## config.mk

```make
export PLATFORM = sky130hd
export DESIGN_NAME = upc_timer_ctrl
export DESIGN_NICKNAME = d
export VERILOG_FILES = /design/src/rtl/upc_pkg.sv /design/src/rtl/upc_prescaler.sv /design/src/rtl/upc_timer_ctrl.sv
export SDC_FILE = /design/constraint.sdc
export NUM_CORES = 1
export LEC_CHECK = 0
export CORE_MARGIN = 2
export CORE_UTILIZATION = 33
export CTS_BUF_LIST = sky130_fd_sc_hd__clkbuf_8
export CTS_CLUSTER_SIZE = 14
export DETAILED_ROUTE_END_ITERATION = 16
export GPL_TIMING_DRIVEN = 0
export HOLD_SLACK_MARGIN = 0.12
export SYNTH_ARGS = -nofsm -noshare
export SYNTH_HDL_FRONTEND = slang
export SYNTH_SLANG_ARGS = --single-unit
export TNS_END_PERCENT = 10
```

## constraint.sdc

```tcl
create_clock -name clk -period 5.66 [get_ports clk]
set_input_delay 1.132 -clock clk [delete_from_list [all_inputs] [get_ports clk]]
set_output_delay 1.132 -clock clk [all_outputs]
set_load 0.02 [all_outputs]
```

## src/rtl/upc_pkg.sv

```systemverilog
`default_nettype none
// ============================================================================
//  Module      : upc_pkg
//  Description : Shared types and default widths for the up-counter timer
//                controller (state encoding, default count/prescale widths).
//  Revision    : 1.0 - initial release
// ============================================================================
package upc_pkg;

    // Controller states; encoding is fixed so software/debug views stay stable.
    typedef enum logic [1:0] {
        IDLE  = 2'd0,
        RUN   = 2'd1,
        PAUSE = 2'd2,
        DONE  = 2'd3
    } upc_state_t;

    localparam int UPC_CNT_W = 32;
    localparam int UPC_PRE_W = 8;

endpackage : upc_pkg
`default_nettype wire

```

## src/rtl/upc_prescaler.sv

```systemverilog
`default_nettype none
// ============================================================================
//  Module      : upc_prescaler
//  Description : Step divider. While enabled, counts 0..div and raises a
//                step strobe on the cycle the internal count equals div,
//                wrapping back to 0 on that edge. Holds while disabled.
//  Ports       : clk  - clock (posedge)
//                rst  - synchronous active-high reset
//                clr  - synchronous clear of the divider count (beats en)
//                en   - advance the divider this cycle
//                div  - divide value; a step every (div+1) enabled cycles
//                step - strobe, valid in the cycle the edge will step
//  Revision    : 1.0 - initial release
// ============================================================================
module upc_prescaler #(
    parameter int PRE_W = 8
) (
    input  logic             clk,
    input  logic             rst,
    input  logic             clr,
    input  logic             en,
    input  logic [PRE_W-1:0] div,
    output logic             step
);

    logic [PRE_W-1:0] cnt_q;
    logic [PRE_W-1:0] cnt_d;

    // Strobe is combinational so the owning FSM acts on the same edge
    // that wraps the divider.
    assign step = en && (cnt_q == div);

    always_comb begin
        cnt_d = cnt_q;
        if (clr) begin
            cnt_d = '0;
        end else if (en) begin
            if (step) begin
                cnt_d = '0;
            end else begin
                cnt_d = cnt_q + 1'b1;
            end
        end
    end

    always_ff @(posedge clk) begin
        if (rst) begin
            cnt_q <= '0;
        end else begin
            cnt_q <= cnt_d;
        end
    end

endmodule : upc_prescaler
`default_nettype wire

```

## src/rtl/upc_timer_ctrl.sv

```systemverilog
`default_nettype none
// ============================================================================
//  Module      : upc_timer_ctrl
//  Description : Programmable timer controller. Sequences an up-counter from
//                0 to a captured period at a prescaled rate, pulses tc on
//                each terminal-count step, and either reloads or parks in
//                DONE. Configuration is shadowed at start so mid-run input
//                changes have no effect.
//  Ports       : clk, rst        - clock / synchronous active-high reset
//                start           - begin a run (honoured in IDLE and DONE)
//                pause           - level; freeze counting while in RUN
//                abort           - level; return to IDLE from any state
//                auto_reload     - wrap at terminal count (captured at start)
//                period          - terminal count value (captured at start)
//                prescale        - step divider (captured at start)
//                count           - current count
//                busy / paused   - RUN or PAUSE / PAUSE
//                tc              - one-cycle terminal-count pulse
//                done            - one-shot run complete (DONE state)
//                cfg_err         - one-cycle pulse on a rejected start
//  Revision    : 1.0 - initial release
// ============================================================================
module upc_timer_ctrl
    import upc_pkg::*;
#(
    parameter int CNT_W = UPC_CNT_W,
    parameter int PRE_W = UPC_PRE_W
) (
    input  logic             clk,
    input  logic             rst,
    input  logic             start,
    input  logic             pause,
    input  logic             abort,
    input  logic             auto_reload,
    input  logic [CNT_W-1:0] period,
    input  logic [PRE_W-1:0] prescale,
    output logic [CNT_W-1:0] count,
    output logic             busy,
    output logic             paused,
    output logic             tc,
    output logic             done,
    output logic             cfg_err
);

    upc_state_t       state_q,    state_d;
    logic [CNT_W-1:0] count_q,    count_d;
    logic [CNT_W-1:0] period_q,   period_d;
    logic [PRE_W-1:0] prescale_q, prescale_d;
    logic             auto_q,     auto_d;
    logic             tc_q,       tc_d;
    logic             cfg_err_q,  cfg_err_d;

    logic w_can_start;
    logic w_start_ok;
    logic w_pre_clr;
    logic w_pre_en;
    logic w_step;

    // Prescaler controls are derived outside the FSM process so the step
    // strobe it returns never feeds back into its own enable/clear.
    assign w_can_start = (state_q == IDLE) || (state_q == DONE);
    assign w_start_ok  = !abort && w_can_start && start && (period != '0);
    assign w_pre_clr   = abort || w_start_ok;
    assign w_pre_en    = !abort && !pause && (state_q == RUN);

    upc_prescaler #(
        .PRE_W (PRE_W)
    ) u_prescaler (
        .clk  (clk),
        .rst  (rst),
        .clr  (w_pre_clr),
        .en   (w_pre_en),
        .div  (prescale_q),
        .step (w_step)
    );

    always_comb begin
        state_d    = state_q;
        count_d    = count_q;
        period_d   = period_q;
        prescale_d = prescale_q;
        auto_d     = auto_q;
        tc_d       = 1'b0;
        cfg_err_d  = 1'b0;

        if (abort) begin
            // Abort wins over pause/start/step, so tc is never raised here.
            state_d = IDLE;
            count_d = '0;
        end else begin
            case (state_q)
                IDLE, DONE: begin
                    if (start) begin
                        if (period == '0) begin
                            cfg_err_d = 1'b1;
                        end else begin
                            period_d   = period;
                            prescale_d = prescale;
                            auto_d     = auto_reload;
                            count_d    = '0;
                            state_d    = RUN;
                        end
                    end
                end
                RUN: begin
                    if (pause) begin
                        state_d = PAUSE;
                    end else if (w_step) begin
                        if (count_q == period_q) begin
                            tc_d = 1'b1;
                            if (auto_q) begin
                                count_d = '0;
                            end else begin
                                // One-shot: count parks at period_q in DONE.
                                state_d = DONE;
                            end
                        end else begin
                            count_d = count_q + 1'b1;
                        end
                    end
                end
                PAUSE: begin
                    if (!pause) begin
                        state_d = RUN;
                    end
                end
                default: begin
                    state_d = IDLE;
                end
            endcase
        end
    end

    always_ff @(posedge clk) begin
        if (rst) begin
            state_q    <= IDLE;
            count_q    <= '0;
            period_q   <= '0;
            prescale_q <= '0;
            auto_q     <= 1'b0;
            tc_q       <= 1'b0;
            cfg_err_q  <= 1'b0;
        end else begin
            state_q    <= state_d;
            count_q    <= count_d;
            period_q   <= period_d;
            prescale_q <= prescale_d;
            auto_q     <= auto_d;
            tc_q       <= tc_d;
            cfg_err_q  <= cfg_err_d;
        end
    end

    // Status flags are pure decodes of the state register.
    assign count   = count_q;
    assign busy    = (state_q == RUN) || (state_q == PAUSE);
    assign paused  = (state_q == PAUSE);
    assign done    = (state_q == DONE);
    assign tc      = tc_q;
    assign cfg_err = cfg_err_q;

endmodule : upc_timer_ctrl
`default_nettype wire

```

# Word-level counts from Yosys, hierarchy flattened
# Index checks and enable logic that the tools add are counted.
[classes] n_addsub=2 n_eq_ne=14 n_mux=18 n_bitwise=6 reduce_logical=23
[op_table] cell="32-bit 2-to-1 mux" count=6
[op_table] cell="32-bit one-hot mux with 2 select lines" count=1
[op_table] cell="32-bit by 1-bit adder with 32-bit output (second input constant)" count=1
[op_table] cell="32-bit == test" count=1
[op_table] cell="32-bit zero test" count=1
[op_table] cell="32-bit nonzero test" count=1
[op_table] cell="2-bit 2-to-1 mux" count=7
[op_table] cell="6-bit AND reduction" count=2
[op_table] cell="8-bit by 1-bit adder with 8-bit output (second input constant)" count=1
[op_table] cell="8-bit == test" count=1
[op_table] cell="8-bit 2-to-1 mux" count=1
[op_table] cell="2-bit != test (second input constant)" count=4
[op_table] cell="1-bit logical AND" count=6
[op_table] cell="3-bit by 2-bit != test with 1-bit output (second input constant)" count=2
[op_table] cell="3-bit != test (second input constant)" count=2
[op_table] cell="1-bit NOT" count=6
[op_table] cell="2-bit one-hot mux with 3 select lines" count=1
[op_table] cell="2-bit OR reduction" count=3
[op_table] cell="5-bit OR reduction" count=1
[op_table] cell="2-bit == test (second input constant)" count=2
[op_table] cell="4-bit AND reduction" count=1
[op_table] cell="4-bit OR reduction" count=1
[op_table] cell="1-bit logical OR" count=3
[op_table] cell="2-bit by 1-bit == test with 1-bit output (second input constant)" count=1
[op_table] cell="other kinds (5)" count=7
[totals] regBits=85 input_bits=46 wordCells=71

# Logic depth before layout (Yosys ltp)
# Gate-level depths: netlist of run 1.
[depth] word_depth=7 ltp_mapped=12 depth_no_buf=8

# Modules after synthesis
# Synthesis of run 1 repeated with hierarchy kept, for this count alone.
[unflattened] hier_cells=481 area_unflattened_um2=4356.7
[modules_own_cells] mod="upc_timer_ctrl" instances=1 cells_each=431 area_per_inst_um2=3902.5 seq_area_each_um2=1541.5
[modules_own_cells] mod="upc_prescaler" instances=1 cells_each=50 area_per_inst_um2=454.2 seq_area_each_um2=160.2

# Worst setup path after synthesis of run 1
# No wires, ideal clock.
[synth_timing] kind="input to register" from="in abort" to="reg count_q[23] (netlist: count[23])" setup_ns=0.074 t_arrival_ns=2.822 path_slack_ns=2.764 stages=8 n_path_buf=2 path_cell_list="nor3b_4 -> nand3_1 -> or4_1 -> buf_2 -> a22o_1 -> buf_6 -> o41a_1 -> a31oi_1"
[synth_via] elab_chain_cells=6 word_cells_on_any_way=7
[synth_lines] item="start: declaration" line_no="upc_timer_ctrl.sv:33" text="input logic abort,"
[synth_lines] item="1-bit zero test" line_no="upc_timer_ctrl.sv:64" text="assign w_pre_en = !abort && !pause && (state_q == RUN);"
[synth_lines] item="1-bit logical AND (2 in series)" line_no="upc_timer_ctrl.sv:64"
[synth_lines] item="1-bit logical AND" line_no="upc_prescaler.sv:31" text="assign step = en && (cnt_q == div);"
[synth_lines] item="2-bit by 1-bit != test with 1-bit output (no source line)"
[synth_lines] item="6-bit AND reduction (no source line)"
[synth_lines] item="end signal: assignment" line_no="upc_timer_ctrl.sv:145" text="count_q <= count_d;"
[synth_lines] item="end: declaration" line_no="upc_timer_ctrl.sv:46" text="logic [CNT_W-1:0] count_q, count_d;"
# Several ways; a longest one is shown, not always the timed one.
# A chain may end at the register's enable or synchronous reset.

# Worst setup path in the final report of run 1
[layout_timing] from="in pause" to="reg count_q[24] (netlist: count[24])"
[layout_via] elab_chain_cells=6 word_cells_on_any_way=7
[layout_lines] item="start: declaration" line_no="upc_timer_ctrl.sv:32" text="input logic pause,"
[layout_lines] item="1-bit zero test"
[layout_lines] item="1-bit logical AND (2 in series)" line_no="upc_timer_ctrl.sv:64"
[layout_lines] item="1-bit logical AND" line_no="upc_prescaler.sv:31"
[layout_lines] item="2-bit by 1-bit != test with 1-bit output (no source line)"
[layout_lines] item="6-bit AND reduction (no source line) (*)"
# Mark *: on every way between the ends. The rest lies on a longest branch, timed or not.

==> results of run 1 <==
==> flip-flops by register name, indices dropped and copies added, names as in the netlist <==
name and cells:
auto_q 1, count 32, cfg_err 1, period_q 32, tc 1, prescale_q 8
state_q 2, u_prescaler.cnt_q 8
==> worst max-delay path by stage <==
| stage | start | to | slack, ns |
|---|---|---|---|
| finish | pause | count[24]$_SDFFE_PP0P_ | 2.15 |
| global route | pause | count[25]$_SDFFE_PP0P_ | 2.00 |
| CTS | pause | count[22]$_SDFFE_PP0P_ | 2.19 |
| detailed placement | pause | count[18]$_SDFFE_PP0P_ | 1.82 |
| global placement | pause | count[24]$_SDFFE_PP0P_ | 1.82 |
| floorplan | abort | count[23]$_SDFFE_PP0P_ | 2.76 |
==> worst register-to-register path: cells and delay by family, from the launching register on <==
kind / cells / cell delay, ns
buffers and inverters: 2 / 0.75
XOR/XNOR: 1 / 0.20
flip-flops: 1 / 0.34
AO/OA/AOI/OAI: 2 / 0.71
AND/OR/NAND/NOR: 3 / 0.93
==> stage by stage <==
stage	util	worst slack (ns)
after global routing	0.4257	2.004
final	0.4257	2.153
after floorplan	-	2.764
after global placement	0.4126	1.817
after detailed placement	0.4126	1.818
after CTS	0.4257	2.187
==> cell families after synthesis <==
logic type,count (synthesis),share of synthesized area
and+or+nand+nor,194,0.2269
AOI/OAI and AO/OA,86,0.1343
DFF,85,0.3877
xor gates and xnor gates,49,0.09778
buffers and inverters,47,0.04561
muxes,41,0.09350
adders and majority gates,5,0.01425
==> area by class of cell <==
type / count / area [µm²] / share of cell area
inverters: 12 / 45.04 / 0.008054
well taps: 176 / 220.2 / 0.03937
plain buffers: 35 / 155.1 / 0.02774
repair buffers: 81 / 810.8 / 0.1450
clock buffers: 9 / 123.9 / 0.02215
multi-input cells: 375 / 2487 / 0.4447
clock inverters: 7 / 48.80 / 0.008725
flip-flops and latches: 85 / 1702 / 0.3043
==> synth_stat cells (2+ instances only) <==
master    count  area (µm²)
nand3_1      11       55.05
o211ai_1      3       22.52
buf_1         2       7.510
a22o_1        4       35.03
clkbuf_1     21       78.83
a221o_1       3       30.03
nand4b_1      2       17.52
and2_1        2       12.51
nor3_1        5       25.02
a21boi_0      2       15.01
dfxtp_1      85        1702
mux2i_1      41       410.4
and3_1       13       81.33
and4_1        6       52.55
nor4_1       15       93.84
xor2_1        8       70.07
nor2_1       62       232.7
nand2_1      33       123.9
ha_1          5       62.56
o31a_1        2       17.52
inv_1        12       45.04
a21oi_1      12       60.06
nand4_1      27       168.9
buf_2        10       50.05
nand2b_1      8       50.05
a41oi_1       4       35.03
o21ai_0      10       50.05
or2_2         2       12.51
xnor2_1      41       359.1
or4_1         3       22.52
a31oi_1      33       206.5
==> where the power goes <==
| group | internal [mW] | total (mW) | switching [mW] |
|---|---|---|---|
| clock network | 0.161 | 0.398 | 0.237 |
| registers | 0.615 | 0.631 | 0.0160 |
| logic | 0.0829 | 0.181 | 0.0978 |
==> layer usage <==
metal	global-route usage	vias up	part of all wire	wire length, µm
li1	-	2020	-	-
met1	0.2500	1985	0.46	6131
met2	0.3111	151	0.47	6295
met3	0.04598	17	0.059	790
met4	0.06176	0	0.016	210
met5	0	-	0	0
==> placed cells by master (no fill, tap or decap), types with 8 or more instances in the layout <==
master and instances:
a21oi_1 12, a31oi_1 33, and3_1 13, buf_2 10, clkbuf_1 21, clkbuf_8 9
clkdlybuf4s50_1 81, dfxtp_1 85, inv_1 12, mux2i_1 41, nand2_1 33, nand2b_1 8
nand3_1 11, nand4_1 27, nor2_1 62, nor4_1 15, o21ai_0 10, xnor2_1 41
xor2_1 8
==> results.sh, run 1 <==
export IMPL_status="complete, no violations"
export IMPL_ir_drop_v=0.0001492
export IMPL_nets=650
export IMPL_cts_tree="built"
export IMPL_worstSetupPathType="in -> reg"
export IMPL_viasPerCell=5.350
export IMPL_r2r_end="count[24]$_SDFFE_PP0P_"
export IMPL_gp_congestion=0.8766
export IMPL_rr_startpoint="count[9]$_SDFFE_PP0P_"
export IMPL_wl_per_cell_um=17.22
export IMPL_synthArstFlopShare=0
export IMPL_grt_pass1_wl_um=21310
export IMPL_critPathMaxStageDelay_ns=0.56
export IMPL_min_period_ns=3.507
export IMPL_hold_viol_final=0
export IMPL_antenna_cells=0
export IMPL_finalSetupViolations=0
export IMPL_cp_depth=8
export IMPL_final_cell_area_mm2=0.005593
export IMPL_die_w_um=119.3
export IMPL_grtUsageTotal=0.1912
export IMPL_cp_data_arrival_time_ns=3.77
export IMPL_hold_class="reg -> reg"
export IMPL_hold_ws_ns=0.5238
export IMPL_ys_flop_type="dfxtp_1"
export IMPL_whs_path_depth=2
export IMPL_drive_above_1_share=0.05795
export IMPL_dr_pass1_iters=5
export IMPL_r2r_cells=8
export IMPL_power_total_mw=1.209
export IMPL_cts_sinks=85
export IMPL_fin_cells=780
export IMPL_leakagePower_nw=2.082
export IMPL_endpoint_kind="register"
export IMPL_finalCritPeriodShare=0.6195
export IMPL_numCtsBuffers=9
export IMPL_clk_pin_slew_ns=0.08
export IMPL_cts_resized=0
export IMPL_tightest_slew_ns=0.5748
export IMPL_seq_area_frac_synth=0.3877
export IMPL_cts_buffer_depth=2
export IMPL_crit_fanout=9
export IMPL_fmaxAchievable_mhz=285.2
export IMPL_cp_buffers_inverters=2
export IMPL_drtAntennaViolNets=0
export IMPL_fin_tns_setup_ns=0
export IMPL_holdPathEnd="prescale_q[2]$_SDFFE_PP0P_"
export IMPL_cts_hold_buffers=0
export IMPL_drcViolationCount=0
export IMPL_grt_pass1_vias=4052
export IMPL_grt_max_degree=16
export IMPL_grt_ovfl_total=0
export IMPL_htreeDepth=3
export IMPL_clk_latency_ns=0.38
export IMPL_synth_nets=558
export IMPL_numPortBuffers=81
export IMPL_core_area_mm2=0.01314
export IMPL_relSlewSlack=0.6168
export IMPL_place_area_mm2=0.005420
export IMPL_die_h_um=119.3
export IMPL_cp_cell_sequence="clkdlybuf4s50_1, nor3b_4, nand3_1, or4_1, buf_2, a22oi_2, a21oi_2, a221o_1"
export IMPL_cp_slowest_cell="clkdlybuf4s50_1"
export IMPL_path_delay_family="compound AO/OA/AOI/OAI gates"
export IMPL_cp_required_ns=5.93
export IMPL_cts_setup_buffers=0
export IMPL_synth_warnings=0
export IMPL_netlist_area_mm2=0.004389
export IMPL_std_cell_rows=42
export IMPL_die_area_mm2=0.01424
export IMPL_min_from="prescale_q[2]$_SDFFE_PP0P_"
export IMPL_avgSynthCellArea_um2=8.657
export IMPL_place_inst=764
export IMPL_dpl_hpwl_um=10030
export IMPL_slew_violations=0
export IMPL_synth_edf_count=0
export IMPL_rsz0062_at_grt="false"
export IMPL_ys_types=51
export IMPL_ys_ff_latch=85
export IMPL_finalWirelength_um=13430
export IMPL_drt_first_iter_violations=280
export IMPL_power_density_mw_per_mm2=216.2
export IMPL_start_kind="input pin"
export IMPL_worst_clock_skew_ns=0.01232
export IMPL_ios=83
export IMPL_start_util=0.3341
export IMPL_fillCellCount=1339
export IMPL_cap_violations=0
export IMPL_routed_via_count=4173
export IMPL_reg2reg_slack_ns=2.68
export IMPL_root_buffer="clkbuf_8"
export IMPL_area_growth_pct=27.42
export IMPL_antenna_found_initial=0
export IMPL_postSynthCellCount=507
(Power assumes the default switching activity.)
==> run 2, diff against run 1 <==
clock period = 3.1 ns   (was 5.66 ns; I/O delays follow)
==> run 2 against run 1 <==
  * Clock power up 83%
  * Non-clock buffer count did not move
  * Setup slack got worse by 2.0 ns
  * Die area is the same
  * Sequential share of layout area down 0.054 points
  * First-iteration DRC count is 8.9% higher
  * Register-to-register slack got worse by 2.5 ns
  * Worst hold slack is essentially flat
  * Final cell count did not move
  * Total power up 83%
  * Via count increased by 0.43%
  * Combinational power up 84%
==> results.sh, run 2 (same netlist as run 1, synthesis figures left out) <==
export IMPL_endpoint_kind="register"
export IMPL_ir_drop_v=0.0002718
export IMPL_htreeDepth=3
export IMPL_die_area_mm2=0.01424
export IMPL_status="complete, no violations"
export IMPL_grt_busiest_layer="met2"
export IMPL_place_inst=764
export IMPL_drcViolationCount=0
export IMPL_fillCellCount=1338
export IMPL_dr_pass1_iters=5
export IMPL_clk_pin_slew_ns=0.08
export IMPL_start_kind="input pin"
export IMPL_cts_tree="built"
export IMPL_die_h_um=119.3
export IMPL_min_period_ns=2.985
export IMPL_cp_required_ns=3.40
export IMPL_final_common_cell="dfxtp_1"
export IMPL_routed_via_count=4191
export IMPL_path_delay_family="buffers and inverters"
export IMPL_hold_class="reg -> reg"
export IMPL_worst_clock_skew_ns=0.01323
export IMPL_grt_max_degree=16
export IMPL_worstSetupPathType="in -> reg"
export IMPL_power_density_mw_per_mm2=394.7
export IMPL_globalRouteMet3Util=0.04598
export IMPL_seq_area_mm2=0.001702
export IMPL_antenna_found_initial=0
export IMPL_dpl_hpwl_um=10030
export IMPL_grtUsageTotal=0.1912
export IMPL_relSlewSlack=0.6039
export IMPL_rsz0062_at_grt="true"
export IMPL_area_growth_pct=27.65
export IMPL_final_cell_mix="dfxtp_1, clkdlybuf4s50_1, nor2_1"
export IMPL_cp_slowest_cell="clkdlybuf4s50_1"
export IMPL_clk_latency_ns=0.38
export IMPL_viasPerCell=5.373
export IMPL_root_buffer="clkbuf_8"
export IMPL_core_area_mm2=0.01314
export IMPL_die_w_um=119.3
export IMPL_drt_first_iter_violations=305
export IMPL_numCtsBuffers=9
export IMPL_place_ws_ns=-0.2295
export IMPL_multi_input_area_mm2=0.002495
export IMPL_wl_per_cell_um=17.28
export IMPL_grt_pass1_wl_um=21310
export IMPL_ios=83
export IMPL_fin_cells=780
export IMPL_start_util=0.3341
export IMPL_nets=650
export IMPL_crit_fanout=10
export IMPL_cp_cell_sequence="clkdlybuf4s50_1, nor3b_4, nand3_1, or4_1, buf_2, a22oi_2, buf_2, nand4b_1, a21oi_1"
export IMPL_cp_data_arrival_time_ns=3.28
export IMPL_finalSetupViolations=0
export IMPL_drtAntennaViolNets=0
export IMPL_cts_buffer_depth=2
export IMPL_leakagePower_nw=2.083
export IMPL_numPortBuffers=81
export IMPL_cts_hold_buffers=0
export IMPL_antenna_cells=0
export IMPL_crit_top_cell="buf_2"
export IMPL_hold_viol_final=0
export IMPL_std_cell_rows=42
export IMPL_cts_sinks=85
export IMPL_critPathMaxStageDelay_ns=0.56
export IMPL_gp_congestion=0.8766
export IMPL_cp_buffers_inverters=3
export IMPL_grt_use_met2=0.3111
export IMPL_finalCritPeriodShare=0.9629
export IMPL_finalWirelength_um=13480
export IMPL_worst_slack_ns=0.1151
export IMPL_cap_violations=0
export IMPL_grt_ovfl_total=0
export IMPL_grt_pass1_vias=4052
export IMPL_fmaxAchievable_mhz=335.0
export IMPL_grt_use_met1=0.2500
export IMPL_slew_violations=0
export IMPL_tightest_slew_ns=0.5942
export IMPL_drive_above_1_share=0.05795
-- run 2: worst paths after layout --
| kind | depth (start not counted) | slack (ns) | startpoint | to |
|---|---|---|---|---|
| max | 9 | 0.12 | pause | count[0]$_SDFFE_PP0P_ |
| min | 2 | 0.52 | prescale_q[2]$_SDFFE_PP0P_ | prescale_q[2]$_SDFFE_PP0P_ |
| max reg2reg | 10 | 0.21 | count[9]$_SDFFE_PP0P_ | count[20]$_SDFFE_PP0P_ |
| min reg2reg | 2 | 0.52 | prescale_q[2]$_SDFFE_PP0P_ | prescale_q[2]$_SDFFE_PP0P_ |
-- run 2: layout make-up --
cell class                      count  share of cell area
Sequential cell                    85              0.3037
Inverter                           12            0.008039
Clock buffer                        9             0.02211
Multi-Input combinational cell    375              0.4453
Tap cell                          176             0.03930
Buffer                             35             0.02814
Timing Repair Buffer               81              0.1447
Clock inverter                      7            0.008709
-- run 2: metal layers --
| metal | vias up | part of all wire |
|---|---|---|
| li1 | 2026 | - |
| met2 | 164 | 0.47 |
| met4 | 0 | 0.017 |
| met3 | 19 | 0.060 |
| met1 | 1982 | 0.45 |
| met5 | - | 0 |
-- run 2: power by group --
| group | internal, mW | switching, mW |
|---|---|---|
| combinational | 0.153 | 0.180 |
| clock | 0.293 | 0.434 |
| sequential | 1.12 | 0.0293 |
-- run 2: stage by stage --
step                      power [mW]  TNS (ns)  utilization  hold WS (ns)  instance area (µm²)
after floorplan                1.365         0            -        0.4840                 4389
after global placement         1.496    -3.612       0.4126        0.5053                 5420
after detailed placement       1.503    -3.799       0.4126        0.5075                 5420
after CTS                      2.223         0       0.4257        0.5283                 5593
after global routing           2.297   -0.1513       0.4265        0.5488                 5603
final                          2.212         0       0.4265        0.5240                 5603
-- run 2: worst min-delay path, delay by kind of cell (launching register included) --
kind	cells	cell delay (ns)
flops	1	0.35
mux	1	0.07
simple gates	1	0.07
-- run 2: timing repair --
action | 4_1_cts | 5_1_grt
setup endpoints to repair | 0 | 10
gates resized for setup | 0 | 3
hold endpoints to repair | 0 | 0
buffers inserted | 0 | 0
==> run 3, diff against run 2 <==
CORE_UTILIZATION = 49   (was 33)
PLACE_DENSITY = 0.79   (was unset)
==> run 3 against run 2 <==
  * Via count up 2.6%
  * Flip-flop and latch count unchanged
  * Final area down 1.4%
  * Global-route usage up 6.4 points
  * Critical endpoint is now count[12]$_SDFFE_PP0P_
==> results.sh, run 3 (same netlist as run 1, synthesis figures left out) <==
export IMPL_power_density_mw_per_mm2=406.5
export IMPL_crit_fanout=10
export IMPL_numPortBuffers=81
export IMPL_cts_sinks=85
export IMPL_grtUsageTotal=0.2556
export IMPL_worst_clock_skew_ns=0.02089
export IMPL_crit_end="count[12]$_SDFFE_PP0P_"
export IMPL_tightest_slew_ns=0.5661
export IMPL_cp_required_ns=3.38
export IMPL_final_cell_area_mm2=0.005527
export IMPL_place_area_mm2=0.005335
export IMPL_grt_pass1_vias=4117
export IMPL_fmaxAchievable_mhz=341.2
export IMPL_area_growth_pct=25.91
export IMPL_reg2reg_slack_ns=0.31
export IMPL_min_period_ns=2.931
export IMPL_dpl_hpwl_um=9246
export IMPL_antenna_found_initial=0
export IMPL_cts_hold_buffers=0
export IMPL_ios=83
export IMPL_r2r_cells=10
export IMPL_status="complete, no violations"
export IMPL_final_common_cell="dfxtp_1"
export IMPL_hold_class="reg -> reg"
export IMPL_finalCritPeriodShare=0.9454
export IMPL_finalSetupViolations=0
export IMPL_viasPerCell=6.038
export IMPL_cp_data_arrival_time_ns=3.21
export IMPL_cts_resized=0
export IMPL_rr_startpoint="count[6]$_SDFFE_PP0P_"
export IMPL_drive_above_1_share=0.05960
export IMPL_die_w_um=98.65
export IMPL_cts_setup_buffers=0
export IMPL_clk_pin_slew_ns=0.09
export IMPL_crit_top_cell="buf_2"
export IMPL_grt_max_degree=18
export IMPL_cp_cell_sequence="clkdlybuf4s50_1, nor3b_4, nand3_1, or4_1, buf_2, a22oi_2, buf_2, nand4_1, a31oi_1"
export IMPL_htreeDepth=3
export IMPL_root_buffer="clkbuf_8"
export IMPL_routed_via_count=4299
export IMPL_gp_congestion=0.9731
export IMPL_relSlewSlack=0.6226
export IMPL_startpoint="pause"
export IMPL_grt_ovfl_total=0
export IMPL_die_area_mm2=0.009731
export IMPL_leakagePower_nw=2.091
export IMPL_drt_first_iter_violations=328
export IMPL_critPathMaxStageDelay_ns=0.54
export IMPL_drtAntennaViolNets=0
export IMPL_std_cell_rows=34
export IMPL_nets=650
export IMPL_cp_slowest_cell="clkdlybuf4s50_1"
export IMPL_fin_cells=712
export IMPL_slew_violations=0
export IMPL_clk_latency_ns=0.37
export IMPL_numCtsBuffers=9
export IMPL_place_inst=696
export IMPL_endpoint_kind="register"
export IMPL_start_util=0.5033
export IMPL_rsz0062_at_grt="false"
export IMPL_r2r_end="count[20]$_SDFFE_PP0P_"
export IMPL_grt_pass1_wl_um=20100
export IMPL_power_total_mw=2.246
export IMPL_drcViolationCount=0
export IMPL_wl_per_cell_um=17.54
export IMPL_antenna_cells=0
export IMPL_cts_tree="built"
export IMPL_final_cell_mix="dfxtp_1, clkdlybuf4s50_1, nor2_1"
export IMPL_ir_drop_v=0.0002650
export IMPL_finalWirelength_um=12490
export IMPL_worstSetupPathType="in -> reg"
export IMPL_cap_violations=0
export IMPL_hold_viol_final=0
export IMPL_start_kind="input pin"
export IMPL_fillCellCount=747
export IMPL_dr_pass1_iters=5
export IMPL_cts_buffer_depth=2
export IMPL_die_h_um=98.65
export IMPL_core_area_mm2=0.008721
## run 3: changes by cell type in the layout (fill, tap and decap cells not counted), sizes merged
cell / previous run / this run
clkinv: 4 / 2
inv: 14 / 16
## run 3: layout make-up
| type | instances | area (µm²) | area share |
|---|---|---|---|
| sequential | 85 | 1702 | 0.3079 |
| clock inverter | 7 | 66.31 | 0.01200 |
| multi-input combinational | 375 | 2487 | 0.4501 |
| tap | 108 | 135.1 | 0.02445 |
| buffer | 35 | 156.4 | 0.02830 |
| timing repair buffer | 81 | 810.8 | 0.1467 |
| inverter | 12 | 45.04 | 0.008150 |
| clock buffer | 9 | 123.9 | 0.02241 |
## run 3: worst max-delay path, delay by kind of cell
| kind | cells | cell delay (ns) |
|---|---|---|
| buf+inv | 3 | 1.07 |
| compound gates | 2 | 0.58 |
| simple gates | 4 | 0.93 |
## run 3: worst min path at each step
stage                               startpoint                    endpoint  slack (ns)  cells after the start
floorplan           prescale_q[1]$_SDFFE_PP0P_  prescale_q[1]$_SDFFE_PP0P_        0.48                      2
global placement        count[31]$_SDFFE_PP0P_      count[31]$_SDFFE_PP0P_        0.50                      1
detailed placement      count[31]$_SDFFE_PP0P_      count[31]$_SDFFE_PP0P_        0.51                      1
CTS                 prescale_q[0]$_SDFFE_PP0P_  prescale_q[0]$_SDFFE_PP0P_        0.53                      2
global route         period_q[16]$_SDFFE_PP0P_   period_q[16]$_SDFFE_PP0P_        0.56                      2
finish              prescale_q[0]$_SDFFE_PP0P_  prescale_q[0]$_SDFFE_PP0P_        0.53                      2
## run 3: power breakdown
part	internal, mW	total, mW	switching, mW
Sequential	1.12	1.15	0.0292
Combinational	0.152	0.326	0.174
Clock	0.311	0.769	0.458
Total	1.59	2.25	0.661
## run 3: per-stage QoR
stage / utilization / setup slack [ns] / hold WS [ns] / TNS, ns
6_report: 0.6337 / 0.1694 / 0.5275 / 0
5_1_grt: 0.6337 / 0.009349 / 0.5618 / 0
4_1_cts: 0.6336 / 0.1864 / 0.5349 / 0
3_5_place_dp: 0.6118 / -0.1892 / 0.5112 / -3.498
3_3_place_gp: 0.6118 / -0.1741 / 0.5007 / -2.418
2_1_floorplan: - / 0.7135 / 0.4840 / 0
## run 3: layer usage
| metal | GRT usage | vias to the layer above | wire length [µm] |
|---|---|---|---|
| met4 | 0.07376 | 0 | 216 |
| li1 | - | 2028 | - |
| met2 | 0.4364 | 193 | 6018 |
| met3 | 0.05319 | 23 | 1020 |
| met5 | 0 | - | 0 |
| met1 | 0.3274 | 2055 | 5234 |
